### config.mk
export PLATFORM = sky130hd
export DESIGN_NAME = serial_alu_flat
export DESIGN_NICKNAME = d
export VERILOG_FILES = /design/src/rtl/alu_pkg.sv /design/src/rtl/serial_alu_if.sv /design/src/rtl/alu_chunk.sv /design/src/rtl/serial_alu.sv /design/src/flat_wrapper.sv
export SDC_FILE = /design/constraint.sdc
export NUM_CORES = 1
export LEC_CHECK = 0
export BUFFER_PORTS_ARGS = -buffer_cell sky130_fd_sc_hd__buf_2
export CORE_MARGIN = 4
export CORE_UTILIZATION = 35
export CTS_BUF_LIST = sky130_fd_sc_hd__clkbuf_8
export CTS_CLUSTER_DIAMETER = 150
export DETAILED_ROUTE_END_ITERATION = 6
export PLACE_DENSITY_LB_ADDON = 0.3
export SLEW_MARGIN = 10
export SYNTH_ARGS = -nofsm -noshare
export SYNTH_HDL_FRONTEND = slang
export SYNTH_SLANG_ARGS = --single-unit
export TNS_END_PERCENT = 10
### constraint.sdc
create_clock -name clk_i -period 3.1 [get_ports clk_i]
set_input_delay 0.31 -clock clk_i [delete_from_list [all_inputs] [get_ports clk_i]]
set_output_delay 0.31 -clock clk_i [all_outputs]
set_load 0.02 [all_outputs]
### src/rtl/alu_pkg.sv
// Shared types for the chunk-serial ALU: opcode encoding, FSM states and
// a helper that marks the opcodes which produce arithmetic flags.
package alu_pkg;

    typedef enum logic [2:0] {
        OP_PASSB = 3'b000,
        OP_ADD   = 3'b010,
        OP_SUB   = 3'b011,
        OP_AND   = 3'b100,
        OP_OR    = 3'b101,
        OP_XOR   = 3'b110
    } op_e;

    typedef enum logic [1:0] {
        ST_IDLE = 2'd0,
        ST_BUSY = 2'd1,
        ST_DONE = 2'd2
    } state_e;

    // Opcodes 001 and 111 are not enumerated; they decode to a zero result.
    function automatic logic is_arith(input logic [2:0] op);
        return (op == OP_ADD) || (op == OP_SUB);
    endfunction

endpackage

### src/rtl/serial_alu_if.sv
// Request/response bundle for serial_alu. A request transfers on a rising edge
// where in_valid_i=1 and in_ready_o=1; a response transfers on an edge where
// out_valid_o=1 and out_ready_i=1, and result_o/flags_o stay stable until then.
interface serial_alu_if #(
    parameter int WIDTH = 64
);
    logic             in_valid_i;
    logic             in_ready_o;
    logic [WIDTH-1:0] a_i;
    logic [WIDTH-1:0] b_i;
    logic [2:0]       op_i;
    logic             flush_i;
    logic             out_valid_o;
    logic             out_ready_i;
    logic [WIDTH-1:0] result_o;
    logic [3:0]       flags_o;

    modport master (
        output in_valid_i, a_i, b_i, op_i, flush_i, out_ready_i,
        input  in_ready_o, out_valid_o, result_o, flags_o
    );

    modport slave (
        input  in_valid_i, a_i, b_i, op_i, flush_i, out_ready_i,
        output in_ready_o, out_valid_o, result_o, flags_o
    );
endinterface

### src/rtl/alu_chunk.sv
// Combinational CHUNK-bit ALU slice. Subtraction inverts b here; the caller
// seeds cin=1 on the first slice so the chain computes a + ~b + 1.
module alu_chunk
    import alu_pkg::*;
#(
    parameter int CHUNK = 8
) (
    input  logic [CHUNK-1:0] a,
    input  logic [CHUNK-1:0] b,
    input  logic             cin,
    input  logic [2:0]       op,
    output logic [CHUNK-1:0] out,
    output logic             cout,
    output logic             cmsb
);
    logic [CHUNK-1:0] b_eff;
    logic [CHUNK:0]   sum;

    always_comb begin
        b_eff = (op == OP_SUB) ? ~b : b;
        sum   = {1'b0, a} + {1'b0, b_eff} + {{CHUNK{1'b0}}, cin};
        cout  = sum[CHUNK];
        // Carry into the MSB recovered from the MSB sum bit: s = a ^ b ^ c.
        cmsb  = sum[CHUNK-1] ^ a[CHUNK-1] ^ b_eff[CHUNK-1];
        case (op)
            OP_PASSB:       out = b;
            OP_ADD, OP_SUB: out = sum[CHUNK-1:0];
            OP_AND:         out = a & b;
            OP_OR:          out = a | b;
            OP_XOR:         out = a ^ b;
            default:        out = '0;
        endcase
    end
endmodule

### src/rtl/serial_alu.sv
// Chunk-serial ALU: one CHUNK-bit slice per cycle, LSB chunk first, with the
// carry registered between slices. IDLE -> BUSY (N cycles) -> DONE.
module serial_alu
    import alu_pkg::*;
#(
    parameter int WIDTH = 64,
    parameter int CHUNK = 8
) (
    input  logic         clk_i,
    input  logic         rst_ni,
    serial_alu_if.slave  bus,
    output state_e       state_dbg
);
    localparam int N  = WIDTH / CHUNK;
    localparam int CW = (N > 1) ? $clog2(N) : 1;

    generate
        if ((CHUNK < 1) || (WIDTH % CHUNK != 0)) begin : g_bad_params
            $error("serial_alu: WIDTH must be a positive multiple of CHUNK");
        end
    endgenerate

    state_e           state_q;
    logic [WIDTH-1:0] a_q;
    logic [WIDTH-1:0] b_q;
    logic [2:0]       op_q;
    logic [CW-1:0]    cnt_q;
    logic             carry_q;
    logic             in_ready_q;
    logic             out_valid_q;
    logic [WIDTH-1:0] result_q;
    logic [3:0]       flags_q;

    logic [CHUNK-1:0] chunk_out;
    logic             chunk_cout;
    logic             chunk_cmsb;
    logic [WIDTH-1:0] a_next;
    logic [3:0]       flags_next;
    logic             last_chunk;

    alu_chunk #(.CHUNK(CHUNK)) u_chunk (
        .a    (a_q[CHUNK-1:0]),
        .b    (b_q[CHUNK-1:0]),
        .cin  (carry_q),
        .op   (op_q),
        .out  (chunk_out),
        .cout (chunk_cout),
        .cmsb (chunk_cmsb)
    );

    // a_q doubles as the result accumulator: consumed operand chunks shift
    // out at the bottom while result chunks enter at the top, so after N
    // shifts a_q holds the full result in place.
    always_comb begin
        a_next     = (a_q >> CHUNK) | (WIDTH'(chunk_out) << (WIDTH - CHUNK));
        last_chunk = (cnt_q == CW'(N - 1));
        flags_next = {a_next[WIDTH-1],
                      (a_next == '0),
                      is_arith(op_q) & (chunk_cmsb ^ chunk_cout),
                      is_arith(op_q) & chunk_cout};
    end

    always_ff @(posedge clk_i) begin
        if (!rst_ni) begin
            state_q     <= ST_IDLE;
            a_q         <= '0;
            b_q         <= '0;
            op_q        <= '0;
            cnt_q       <= '0;
            carry_q     <= 1'b0;
            in_ready_q  <= 1'b1;
            out_valid_q <= 1'b0;
            result_q    <= '0;
            flags_q     <= '0;
        end else if (bus.flush_i) begin
            state_q     <= ST_IDLE;
            cnt_q       <= '0;
            carry_q     <= 1'b0;
            in_ready_q  <= 1'b1;
            out_valid_q <= 1'b0;
            result_q    <= '0;
            flags_q     <= '0;
        end else begin
            case (state_q)
                ST_IDLE: begin
                    if (bus.in_valid_i) begin
                        a_q        <= bus.a_i;
                        b_q        <= bus.b_i;
                        op_q       <= bus.op_i;
                        cnt_q      <= '0;
                        carry_q    <= (bus.op_i == OP_SUB);
                        in_ready_q <= 1'b0;
                        state_q    <= ST_BUSY;
                    end
                end
                ST_BUSY: begin
                    a_q     <= a_next;
                    b_q     <= b_q >> CHUNK;
                    carry_q <= chunk_cout;
                    cnt_q   <= cnt_q + CW'(1);
                    if (last_chunk) begin
                        out_valid_q <= 1'b1;
                        result_q    <= a_next;
                        flags_q     <= flags_next;
                        state_q     <= ST_DONE;
                    end
                end
                ST_DONE: begin
                    // Return to IDLE only; a new request is taken one cycle later.
                    if (bus.out_ready_i) begin
                        out_valid_q <= 1'b0;
                        result_q    <= '0;
                        flags_q     <= '0;
                        cnt_q       <= '0;
                        carry_q     <= 1'b0;
                        in_ready_q  <= 1'b1;
                        state_q     <= ST_IDLE;
                    end
                end
                default: begin
                    in_ready_q  <= 1'b1;
                    out_valid_q <= 1'b0;
                    state_q     <= ST_IDLE;
                end
            endcase
        end
    end

    assign bus.in_ready_o  = in_ready_q;
    assign bus.out_valid_o = out_valid_q;
    assign bus.result_o    = result_q;
    assign bus.flags_o     = flags_q;
    assign state_dbg       = state_q;

endmodule

### src/flat_wrapper.sv
// flat-port wrapper written by rule: the top's interface ports become plain ports
module serial_alu_flat import alu_pkg::*;
#(
    parameter int WIDTH = 64,
    parameter int CHUNK = 8
)
  (clk_i, rst_ni, state_dbg, bus_in_valid_i, bus_a_i, bus_b_i, bus_op_i, bus_flush_i, bus_out_ready_i, bus_in_ready_o, bus_out_valid_o, bus_result_o, bus_flags_o);
  serial_alu_if #(.WIDTH(WIDTH)) bus_i ();
  input  logic clk_i;
  input  logic rst_ni;
  output state_e state_dbg;
  input wire logic [$bits(bus_i.in_valid_i)-1:0] bus_in_valid_i;
  input wire logic [$bits(bus_i.a_i)-1:0] bus_a_i;
  input wire logic [$bits(bus_i.b_i)-1:0] bus_b_i;
  input wire logic [$bits(bus_i.op_i)-1:0] bus_op_i;
  input wire logic [$bits(bus_i.flush_i)-1:0] bus_flush_i;
  input wire logic [$bits(bus_i.out_ready_i)-1:0] bus_out_ready_i;
  output wire logic [$bits(bus_i.in_ready_o)-1:0] bus_in_ready_o;
  output wire logic [$bits(bus_i.out_valid_o)-1:0] bus_out_valid_o;
  output wire logic [$bits(bus_i.result_o)-1:0] bus_result_o;
  output wire logic [$bits(bus_i.flags_o)-1:0] bus_flags_o;
  assign bus_i.in_valid_i = bus_in_valid_i;
  assign bus_i.a_i = bus_a_i;
  assign bus_i.b_i = bus_b_i;
  assign bus_i.op_i = bus_op_i;
  assign bus_i.flush_i = bus_flush_i;
  assign bus_i.out_ready_i = bus_out_ready_i;
  assign bus_in_ready_o = bus_i.in_ready_o;
  assign bus_out_valid_o = bus_i.out_valid_o;
  assign bus_result_o = bus_i.result_o;
  assign bus_flags_o = bus_i.flags_o;
  serial_alu #(.WIDTH(WIDTH), .CHUNK(CHUNK)) u_core (.clk_i(clk_i), .rst_ni(rst_ni), .bus(bus_i), .state_dbg(state_dbg));
endmodule
==> out/metrics.yaml, run 1 <==
synth.most_common_cell: "dfxtp_1"
cp-start-kind: "flip-flop"
p_int_w: 0.00457
postPlaceCellArea_um2: 11600
pin_count: 208
min_period_ns: 2.87
post-cts-setup-buffers: 0
syn2layout_area_growth_pct: 21.3
clk_latency_ns: 0.54
finalSetupViolCount: 0
rsz0062_at_grt: "false"
syn-num-nets: 1273
clock_sinks: 206
die_x_um: 179
cts_made_buffers: 37
ant_nets: 0
min_period_over_period_pct: 92.6
cp_top_family: "compound AO/OA/AOI/OAI gates"
row_count: 62
ys_types: 67
drive_above_1_share_pct: 22.8
ys_seq_area_share_pct: 40.5
grtUsageTotal_pct: 18.2
finalHoldViolations: 0
crit_path_max_incr_delay_ns: 0.43
placed_cells: 1630
power_w: 0.00632
die_h_um: 179
p_clk_share_pct: 40.8
antenna_found_initial: 4
pwr_density_cell_nw_per_um2: 511
status: "finished, final reports clean"
synthCells: 1107
yosysTopAreaCell: "dfxtp_1"
drt_pre_antenna_iters: 6
peakVddDrop_v: 0.000316
drv_cap: 0
p_seq_share_pct: 45.8
synth_edf_count: 0
grt_pass1_wl_um: 46200
fin_setup_tns_ns: 0
combPwrFrac_pct: 13.3
wirelength_um: 30100
portBuffers: 207
netlist.area_leader.share_pct: 40.5
crit_chain: "and2b_1 -> nand2_2 -> xnor2_1 -> fa_1 -> inv_1 -> fa_1 -> nor2b_1 -> o2111ai_2 -> nand2_1 -> o41ai_2 -> xnor3_1 -> o31ai_1"
slowest_stage: "fa_1"
wl_per_cell_um: 17.7
switching_share_pct: 27.8
grt_max_degree: 105
fp.coreArea_um2: 28700
crit_path_end_kind: "flip-flop"
ys_top_cells_by_count: "dfxtp_1 (206), nand2_1 (139), mux2i_1 (123), o211a_1 (112), nor2_1 (83)"
cpMostUsedCell: "fa_1"
drt_iter0_drc: 505
synthFlopType: "dfxtp_1"
grt_pass1_vias: 8391
critPathArrivalTime_ns: 3.33
leakagePower_nw: 6.01
nets: 1451
final_area_um2: 12400
initial_utilization_pct: 35.5
finalClockSkew_ns: 0.0259
synthesis.area_um2: 10200
yosys_register_bits: 206
seq_area_um2: 4120
crit_buf_inv: 1
hp-class: "input port to flip-flop"
hold_buffers: 0
htreeDepth: 2
die-area_um2: 31900
path_max_fanout: 3
required_ns: 3.55
syn_area_per_cell_um2: 9.21
worst_pin_slew_ns: 0.871
cts_resized: 0
hold_slack_ns: 0.0681
slew_headroom_pct: 41.9
clockRootBuffer: "clkbuf_8"
synthArstFlopShare_pct: 0
drt-vias-per-instance: 5.14
routabilityCongestion: 0.858
grt-ovfl-total: 0
cts.clk_slew.worst_paths_ns: 0.06
netlist_top_cells_area: "dfxtp_1 (40%), mux2i_1 (12%), o211a_1 (11%)"
crit_type: "flip-flop to flip-flop"
fin_cells: 1699
drc: 0
clock.fmax_ghz: 0.348
yosysWarnings: 0
fillCellCount: 2927
p_sw_w: 0.00176
multi_input_area_um2: 5630
slew_viol_final: 0
cts_tree: "yes"
hpwl_um: 21200
clk_path_buf_depth: 3
route.vias.total: 8737
flip-flops by register name, summed over array words and instances (netlist names):
register,cells
u_core.a_q,64
u_core.b_q,64
u_core.bus.flags_o,4
u_core.bus.in_ready_o,1
u_core.bus.out_valid_o,1
u_core.bus.result_o,63
u_core.carry_q,1
u_core.cnt_q,3
u_core.op_q,3
u_core.state_dbg,2
logic make-up (layout without fill, tap and decap cells):
| group | after synthesis | count (layout) | synth area share [%] |
|---|---|---|---|
| AOI/OAI and AO/OA | 261 | 261 | 20.4 |
| DFF | 206 | 206 | 40.5 |
| xor gates and xnor gates | 11 | 11 | 1.08 |
| muxes | 125 | 125 | 12.3 |
| buffers and inverters | 116 | 323 | 4.54 |
| adders and majority gates | 30 | 30 | 3.83 |
| other | 0 | 1 | 0 |
| and+or+nand+nor | 358 | 358 | 17.3 |
per-layer routing:
metal  GRT usage (%)  vias to the layer above  part of all wire, %
met5               0                        -                 0.14
met4            4.03                        6                  1.5
met3            4.09                       42                  5.4
met2            28.7                      225                   46
met1            25.5                     4121                   47
li1                -                     4343                    -
stage by stage:
step	util (%)	worst slack, ns
detailed placement	40.5	0.250
floorplan	-	0.123
global route	43.1	0.0241
finish	43.1	0.228
CTS	43.1	0.237
global placement	40.5	0.245
worst paths after layout:
path                                            from                                  to  slack, ns  cells after the start
setup reg to reg         u_core.op_q[2]$_SDFFE_PN0P_  u_core.bus.flags_o[1]$_SDFFE_PP0P_       0.23                     12
setup / recovery         u_core.op_q[2]$_SDFFE_PN0P_  u_core.bus.flags_o[1]$_SDFFE_PP0P_       0.23                     12
hold / removal                           bus_b_i[57]         u_core.b_q[57]$_SDFFE_PN0P_       0.07                      3
hold reg to reg   u_core.bus.flags_o[0]$_SDFFE_PP0P_  u_core.bus.flags_o[0]$_SDFFE_PP0P_       0.45                      2
worst reg2reg max path: stages (launching register included):
cell and delay [ns]:
dfxtp_1 0.30, and2b_1 0.21, nand2_2 0.07, xnor2_1 0.14, fa_1 0.43, inv_1 0.10, fa_1 0.21, nor2b_1 0.07
o2111ai_2 0.21, nand2_1 0.13, o41ai_2 0.37, xnor3_1 0.38, o31ai_1 0.18
power by group through the flow:
stage	logic, W	registers, W	clock network [W]
final	0.000843	0.00290	0.00258
after global routing	0.000934	0.00291	0.00277
after CTS	0.000849	0.00290	0.00265
after detailed placement	0.000845	0.00295	0
after global placement	0.000840	0.00295	0
after floorplan	0.000574	0.00291	0
placed cells by master, fill, tap and decap left out, types with 11 or more instances in the layout:
| master | synthesis | layout |
|---|---|---|
| mux2i_1 | 123 | 123 |
| o21ai_0 | 11 | 11 |
| inv_1 | 23 | 35 |
| a21oi_1 | 72 | 72 |
| ha_1 | 28 | 26 |
| nand2_1 | 139 | 139 |
| buf_4 | 1 | 21 |
| nor3b_1 | 57 | 57 |
| o211a_1 | 112 | 112 |
| nand2b_1 | 14 | 13 |
| dfxtp_1 | 206 | 206 |
| nor2b_1 | 11 | 11 |
| nor2_1 | 83 | 82 |
| nor4_1 | 15 | 15 |
| a21boi_0 | 11 | 11 |
| buf_2 | 13 | 206 |
| clkbuf_8 | 0 | 48 |
final cells by class:
class	count	share of cell area [%]
multi-input cells	785	45.5
flip-flops and latches	206	33.3
repair buffers	232	10.4
clock buffers	48	5.34
well taps	384	3.88
clock inverters	20	0.769
inverters	23	0.698
diodes	1	0.0202
Power figures use the tool's default switching activity.
==> run 2, diff against run 1 <==
--- a/config.mk
+++ b/config.mk
@@ -10,8 +10,9 @@
 export CORE_UTILIZATION = 35
 export CTS_BUF_LIST = sky130_fd_sc_hd__clkbuf_8
 export CTS_CLUSTER_DIAMETER = 150
+export CTS_CLUSTER_SIZE = 40
 export DETAILED_ROUTE_END_ITERATION = 6
-export PLACE_DENSITY_LB_ADDON = 0.3
+export PLACE_DENSITY_LB_ADDON = 0.08
 export SLEW_MARGIN = 10
 export SYNTH_ARGS = -nofsm -noshare
 export SYNTH_HDL_FRONTEND = slang
==> run 2 against run 1 <==
  * Sequential cell count is the same
  * Cell count shrank 2.8%
  * Via count is 2.8% lower
  * Count of clock-buffer cells in the layout down 39
  * Largest power group unchanged
==> out/metrics.yaml, run 2 (same netlist as run 1, synthesis figures left out) <==
status: "finished, final reports clean"
pin_count: 208  # unchanged
crit_path_max_incr_delay_ns: 0.52  # +0.09 ns
clk_path_buf_depth: 3  # unchanged
layout_common_cells: "buf_2 (206), dfxtp_1 (206), nand2_1 (138)"
fin_util_pct: 41.5  # -1.6 points
finalSetupViolCount: 0  # unchanged
fin_setup_tns_ns: 0  # unchanged
clock_sinks: 206  # unchanged
clock.fmax_ghz: 0.347  # -0.32%
cts.clk_slew.worst_paths_ns: 0.24  # +0.18 ns
hpwl_um: 21400  # +0.84%
min_period_ns: 2.88  # +0.00933 ns
peakVddDrop_v: 0.000252  # -20%
seq_area_um2: 4120  # unchanged
crit_chain: "and2b_1 -> nand2_2 -> buf_4 -> xnor2_1 -> ha_1 -> or4_1 -> o221a_1 -> or2_1 -> xnor3_1 -> o31ai_1"
grt_pass1_wl_um: 46400  # +0.42%
met3_usage_pct: 3.56  # -0.53 points
portBuffers: 207  # unchanged
power_w: 0.00491  # -22%
crit_type: "flip-flop to flip-flop"
drc: 0  # unchanged
grt-ovfl-total: 0  # unchanged
grt_busiest_layer: "met2"
multi_input_area_um2: 5650  # +0.38%
grtUsageMet2_pct: 31.6  # +2.9 points
slowest_stage: "or4_1"
hp-class: "input port to flip-flop"
wirelength_um: 30100  # -0.15%
slew_viol_final: 0  # unchanged
rsz0062_at_grt: "false"
routabilityCongestion: 0.819  # -4.5%
htreeDepth: 1  # -1
die-area_um2: 31900  # unchanged
antenna_found_initial: 9  # +5
wl_per_cell_um: 18.2  # +2.8%
min_period_over_period_pct: 92.9  # +0.30 points
drv_cap: 0  # unchanged
drt_iter0_drc: 427  # -15%
finalHoldViolations: 0  # unchanged
drive_above_1_share_pct: 20.3  # -2.5 points
diodes: 0  # -1
critPathArrivalTime_ns: 3.38  # +0.05 ns
required_ns: 3.60  # +0.05 ns
cp_top_family: "simple AND/OR/NAND/NOR gates"
cp-start-kind: "flip-flop"
ant_nets: 0  # unchanged
fillCellCount: 2951  # +0.82%
die_x_um: 179  # unchanged
use_met1_pct: 23.4  # -2.0 points
crit_buf_inv: 1  # unchanged
drt_pre_antenna_iters: 5  # -1
crit_path_end_kind: "flip-flop"
clockRootBuffer: "clkbuf_8"
row_count: 62  # unchanged
leakagePower_nw: 5.70  # -5.1%
clk_latency_ns: 0.57  # +0.03 ns
worst_pin_slew_ns: 0.843  # -0.0281 ns
grt_pass1_vias: 8427  # +0.43%
initial_utilization_pct: 35.5  # unchanged
cts_tree: "yes"
fp.coreArea_um2: 28700  # unchanged
slew_headroom_pct: 43.6  # +1.6 points
path_max_fanout: 7  # +4
finalClockSkew_ns: 0.0975  # +0.0716 ns
die_h_um: 179  # unchanged
nets: 1434  # -1.2%
pwr_density_cell_nw_per_um2: 412  # -19%
syn2layout_area_growth_pct: 17.0
grtUsageTotal_pct: 18.1  # -0.077 points
route.vias.total: 8495  # -2.8%
cts_made_buffers: 9  # -76%
drt-vias-per-instance: 5.15  # about the same
grt_max_degree: 75  # -29%
==> run 2: cell count changes in the layout (fill, tap and decap cells not counted), sizes merged <==
cell / before / now
inv: 37 / 23
clkbuf: 48 / 9
diode: 1 / 0
clkinv: 5 / 1
dlygate4sd3: 0 / 11
clkinvlp: 1 / 0
==> run 2: area by class of cell <==
cell class / count / area share (%)
Inverter: 23 / 0.724
Timing Repair Buffer: 243 / 11.9
Sequential cell: 206 / 34.6
Clock buffer: 9 / 1.04
Multi-Input combinational cell: 785 / 47.4
Clock inverter: 1 / 0.252
Tap cell: 384 / 4.03
==> run 2: repair_timing <==
item                                   in CTS  in global routing
setup endpoints to repair                   0                  1
buffers inserted                            0                  0
resized for setup                           0                  4
hold buffers                               11                  0
endpoints found under the hold margin      11                  0
==> run 2: worst paths after layout <==
path                                      startpoint                            endpoint  slack [ns]  depth (start not counted)
setup / recovery         u_core.op_q[2]$_SDFFE_PN0P_  u_core.bus.flags_o[1]$_SDFFE_PP0P_        0.22                         10
hold / removal                           bus_a_i[62]         u_core.a_q[62]$_SDFFE_PN0P_        0.03                          3
setup reg to reg         u_core.op_q[2]$_SDFFE_PN0P_  u_core.bus.flags_o[1]$_SDFFE_PP0P_        0.22                         10
hold reg to reg   u_core.bus.in_ready_o$_SDFFE_PP1P_  u_core.bus.in_ready_o$_SDFFE_PP1P_        0.48                          2
==> run 2: through the flow <==
| step | cells | hold slack, ns | setup WS (ns) | cell area (um2) |
|---|---|---|---|---|
| 6_report | 1651 | 0.0328 | 0.219 | 11900 |
| 3_3_place_gp | 1630 | 0.452 | 0.202 | 11600 |
| 3_5_place_dp | 1630 | 0.453 | 0.167 | 11600 |
| 5_1_grt | 1651 | 0.0513 | 0.00463 | 11900 |
| 4_1_cts | 1651 | 0.0123 | 0.0934 | 11900 |
| 2_1_floorplan | 1107 | 0.441 | 0.123 | 10200 |
==> run 2: metal layers <==
layer | vias up | share of wire (%)
met1 | 4026 | 45
li1 | 4267 | -
met3 | 38 | 4.8
met2 | 146 | 49
met4 | 18 | 1.6
met5 | - | 0.35
==> run 2: tightest hold or removal path: stages <==
cell and delay, ns:
buf_2 0.09, mux2i_1 0.05, o21ai_0 0.14
==> run 2: report_power, final <==
group	switching [W]	leakage [nW]	total [W]	internal [W]
Clock	0.000859	0.0761	0.00115	0.000287
Sequential	0.000123	1.68	0.00290	0.00278
Combinational	0.000454	3.94	0.000856	0.000402
==> run 3, diff against run 2 <==
--- a/config.mk
+++ b/config.mk
@@ -8,7 +8,6 @@
 export BUFFER_PORTS_ARGS = -buffer_cell sky130_fd_sc_hd__buf_2
 export CORE_MARGIN = 4
 export CORE_UTILIZATION = 35
-export CTS_BUF_LIST = sky130_fd_sc_hd__clkbuf_8
 export CTS_CLUSTER_DIAMETER = 150
 export CTS_CLUSTER_SIZE = 40
 export DETAILED_ROUTE_END_ITERATION = 6
==> run 3 against run 2 <==
  * Count of clock-buffer cells in the layout unchanged
  * Sequential share of layout area barely moved
  * Cell count shrank 0.67%
  * Total power rose by 5.6%
  * Setup slack improved by 0.014 ns
  * Critical path depth did not move
  * Clock skew down 0.035 ns
  * Combinational power shrank 1%
  * Via count decreased by 0.36%
  * Largest cell class unchanged
==> out/metrics.yaml, run 3 (same netlist as run 1, synthesis figures left out) <==
clockRootBuffer: "clkbuf_16"
fp.coreArea_um2: 28700  # unchanged
syn2layout_area_growth_pct: 16.9  # about the same
pre_cts_ws_ns: 0.167  # unchanged
layout_common_cells: "buf_2 (206), dfxtp_1 (206), nand2_1 (138)"
min_period_over_period_pct: 92.5  # -0.47 points
slew_headroom_pct: 43.7  # +0.11 points
post-cts-setup-buffers: 0  # unchanged
grt_pass1_vias: 8392  # -0.42%
routabilityCongestion: 0.819  # unchanged
slew_viol_final: 0  # unchanged
drt_iter0_drc: 415  # -2.8%
pwr_density_cell_nw_per_um2: 435  # +5.6%
critPathArrivalTime_ns: 3.28  # -0.10 ns
die_h_um: 179  # unchanged
finalClockSkew_ns: 0.0630  # -0.0346 ns
cp-start-kind: "flip-flop"
cts_made_buffers: 9  # unchanged
clk_latency_ns: 0.50  # -0.07 ns
startpoint: "u_core.op_q[2]$_SDFFE_PN0P_"
worst_slack_ns: 0.234  # +0.0145 ns
drive_above_1_share_pct: 20.5  # +0.18 points
multi_input_area_um2: 5650  # unchanged
grt_pass1_wl_um: 46300  # -0.22%
pin_count: 208  # unchanged
seq_area_um2: 4120  # unchanged
fin_setup_tns_ns: 0  # unchanged
htreeDepth: 1  # unchanged
crit-reg2reg-launch: "u_core.op_q[2]$_SDFFE_PN0P_"
die-area_um2: 31900  # unchanged
leakagePower_nw: 5.70  # about the same
clock.fmax_ghz: 0.349  # +0.51%
grt_max_degree: 75  # unchanged
cts.clk_slew.worst_paths_ns: 0.15  # -0.09 ns
finalHoldViolations: 0  # unchanged
worst_pin_slew_ns: 0.841  # -0.00159 ns
clk_path_buf_depth: 3  # unchanged
min_from: "bus_b_i[59]"
path_max_fanout: 7  # unchanged
die_x_um: 179  # unchanged
row_count: 62  # unchanged
required_ns: 3.52  # -0.08 ns
wl_per_cell_um: 18.3  # +0.24%
rsz0062_at_grt: "false"
portBuffers: 207  # unchanged
grtUsageTotal_pct: 18.0  # -0.049 points
diodes: 0  # unchanged
drt_pre_antenna_iters: 7  # +2
clock_sinks: 206  # unchanged
min_period_ns: 2.87  # -0.0145 ns
crit_type: "flip-flop to flip-flop"
finalSetupViolCount: 0  # unchanged
drc: 0  # unchanged
status: "finished, final reports clean"
drv_cap: 0  # unchanged
crit_path_end_kind: "flip-flop"
initial_utilization_pct: 35.5  # unchanged
antenna_found_initial: 9  # unchanged
ant_nets: 0  # unchanged
grt-ovfl-total: 0  # unchanged
peakVddDrop_v: 0.000307  # +22%
hp-class: "input port to flip-flop"
nets: 1423  # -0.77%
cts_tree: "yes"
route.vias.total: 8464  # -0.36%
drt-vias-per-instance: 5.16  # +0.30%
fillCellCount: 2946  # -0.17%
wirelength_um: 29900  # -0.43%
hpwl_um: 21400  # unchanged
run 3: path summary, 6_finish.rpt:
check | to | slack (ns) | cells after the start
worst max register to register | u_core.bus.flags_o[1]$_SDFFE_PP0P_ | 0.23 | 10
worst max-delay path | u_core.bus.flags_o[1]$_SDFFE_PP0P_ | 0.23 | 10
worst min-delay path | u_core.b_q[59]$_SDFFE_PN0P_ | 0.08 | 3
worst min register to register | u_core.bus.in_ready_o$_SDFFE_PP1P_ | 0.47 | 2
run 3: power breakdown:
| group | total (W) | internal [W] | leakage, nW | switching (W) |
|---|---|---|---|---|
| Sequential | 0.00290 | 0.00278 | 1.68 | 0.000123 |
| Combinational | 0.000844 | 0.000393 | 3.89 | 0.000451 |
| Clock | 0.00144 | 0.000549 | 0.122 | 0.000888 |
| Total | 0.00518 | 0.00372 | 5.70 | 0.00146 |
run 3: layout make-up:
| cell class | instances | area share [%] |
|---|---|---|
| inverters | 23 | 0.725 |
| multi-input cells | 785 | 47.5 |
| clock inverters | 1 | 0.252 |
| clock buffers | 9 | 1.89 |
| repair buffers | 232 | 11.0 |
| well taps | 384 | 4.03 |
| flip-flops and latches | 206 | 34.6 |
run 3: critical path: stages (launching register included):
cell and delay, ns:
dfxtp_1 0.34, and2b_1 0.22, nand2_2 0.09, buf_4 0.18, xnor2_1 0.13, ha_1 0.28
or4_1 0.52, o221a_1 0.26, or2_1 0.24, xnor3_1 0.36, o31ai_1 0.18
run 3: what timing repair did:
item / 4_1_cts / 5_1_grt
resized for setup: 0 / 4
setup endpoints to repair: 0 / 1
hold buffers: 0 / 0
run 3: metrics by stage:
stage	instances	hold WS [ns]	total power (W)	util, %	instance area, um2
finish	1640	0.0787	0.00518	41.5	11900
detailed placement	1630	0.453	0.00381	40.5	11600
CTS	1640	0.0548	0.00527	41.4	11900
floorplan	1107	0.441	0.00349	-	10200
global route	1640	0.0646	0.00545	41.5	11900
global placement	1630	0.452	0.00381	40.5	11600
run 3: routing by layer:
| metal | global-route usage, % | vias up | wire length [um] |
|---|---|---|---|
| met1 | 23.3 | 4027 | 13400 |
| met3 | 3.67 | 39 | 1370 |
| met5 | 0 | - | 105 |
| met2 | 31.6 | 134 | 14600 |
| met4 | 3.17 | 18 | 458 |
| li1 | - | 4246 | - |
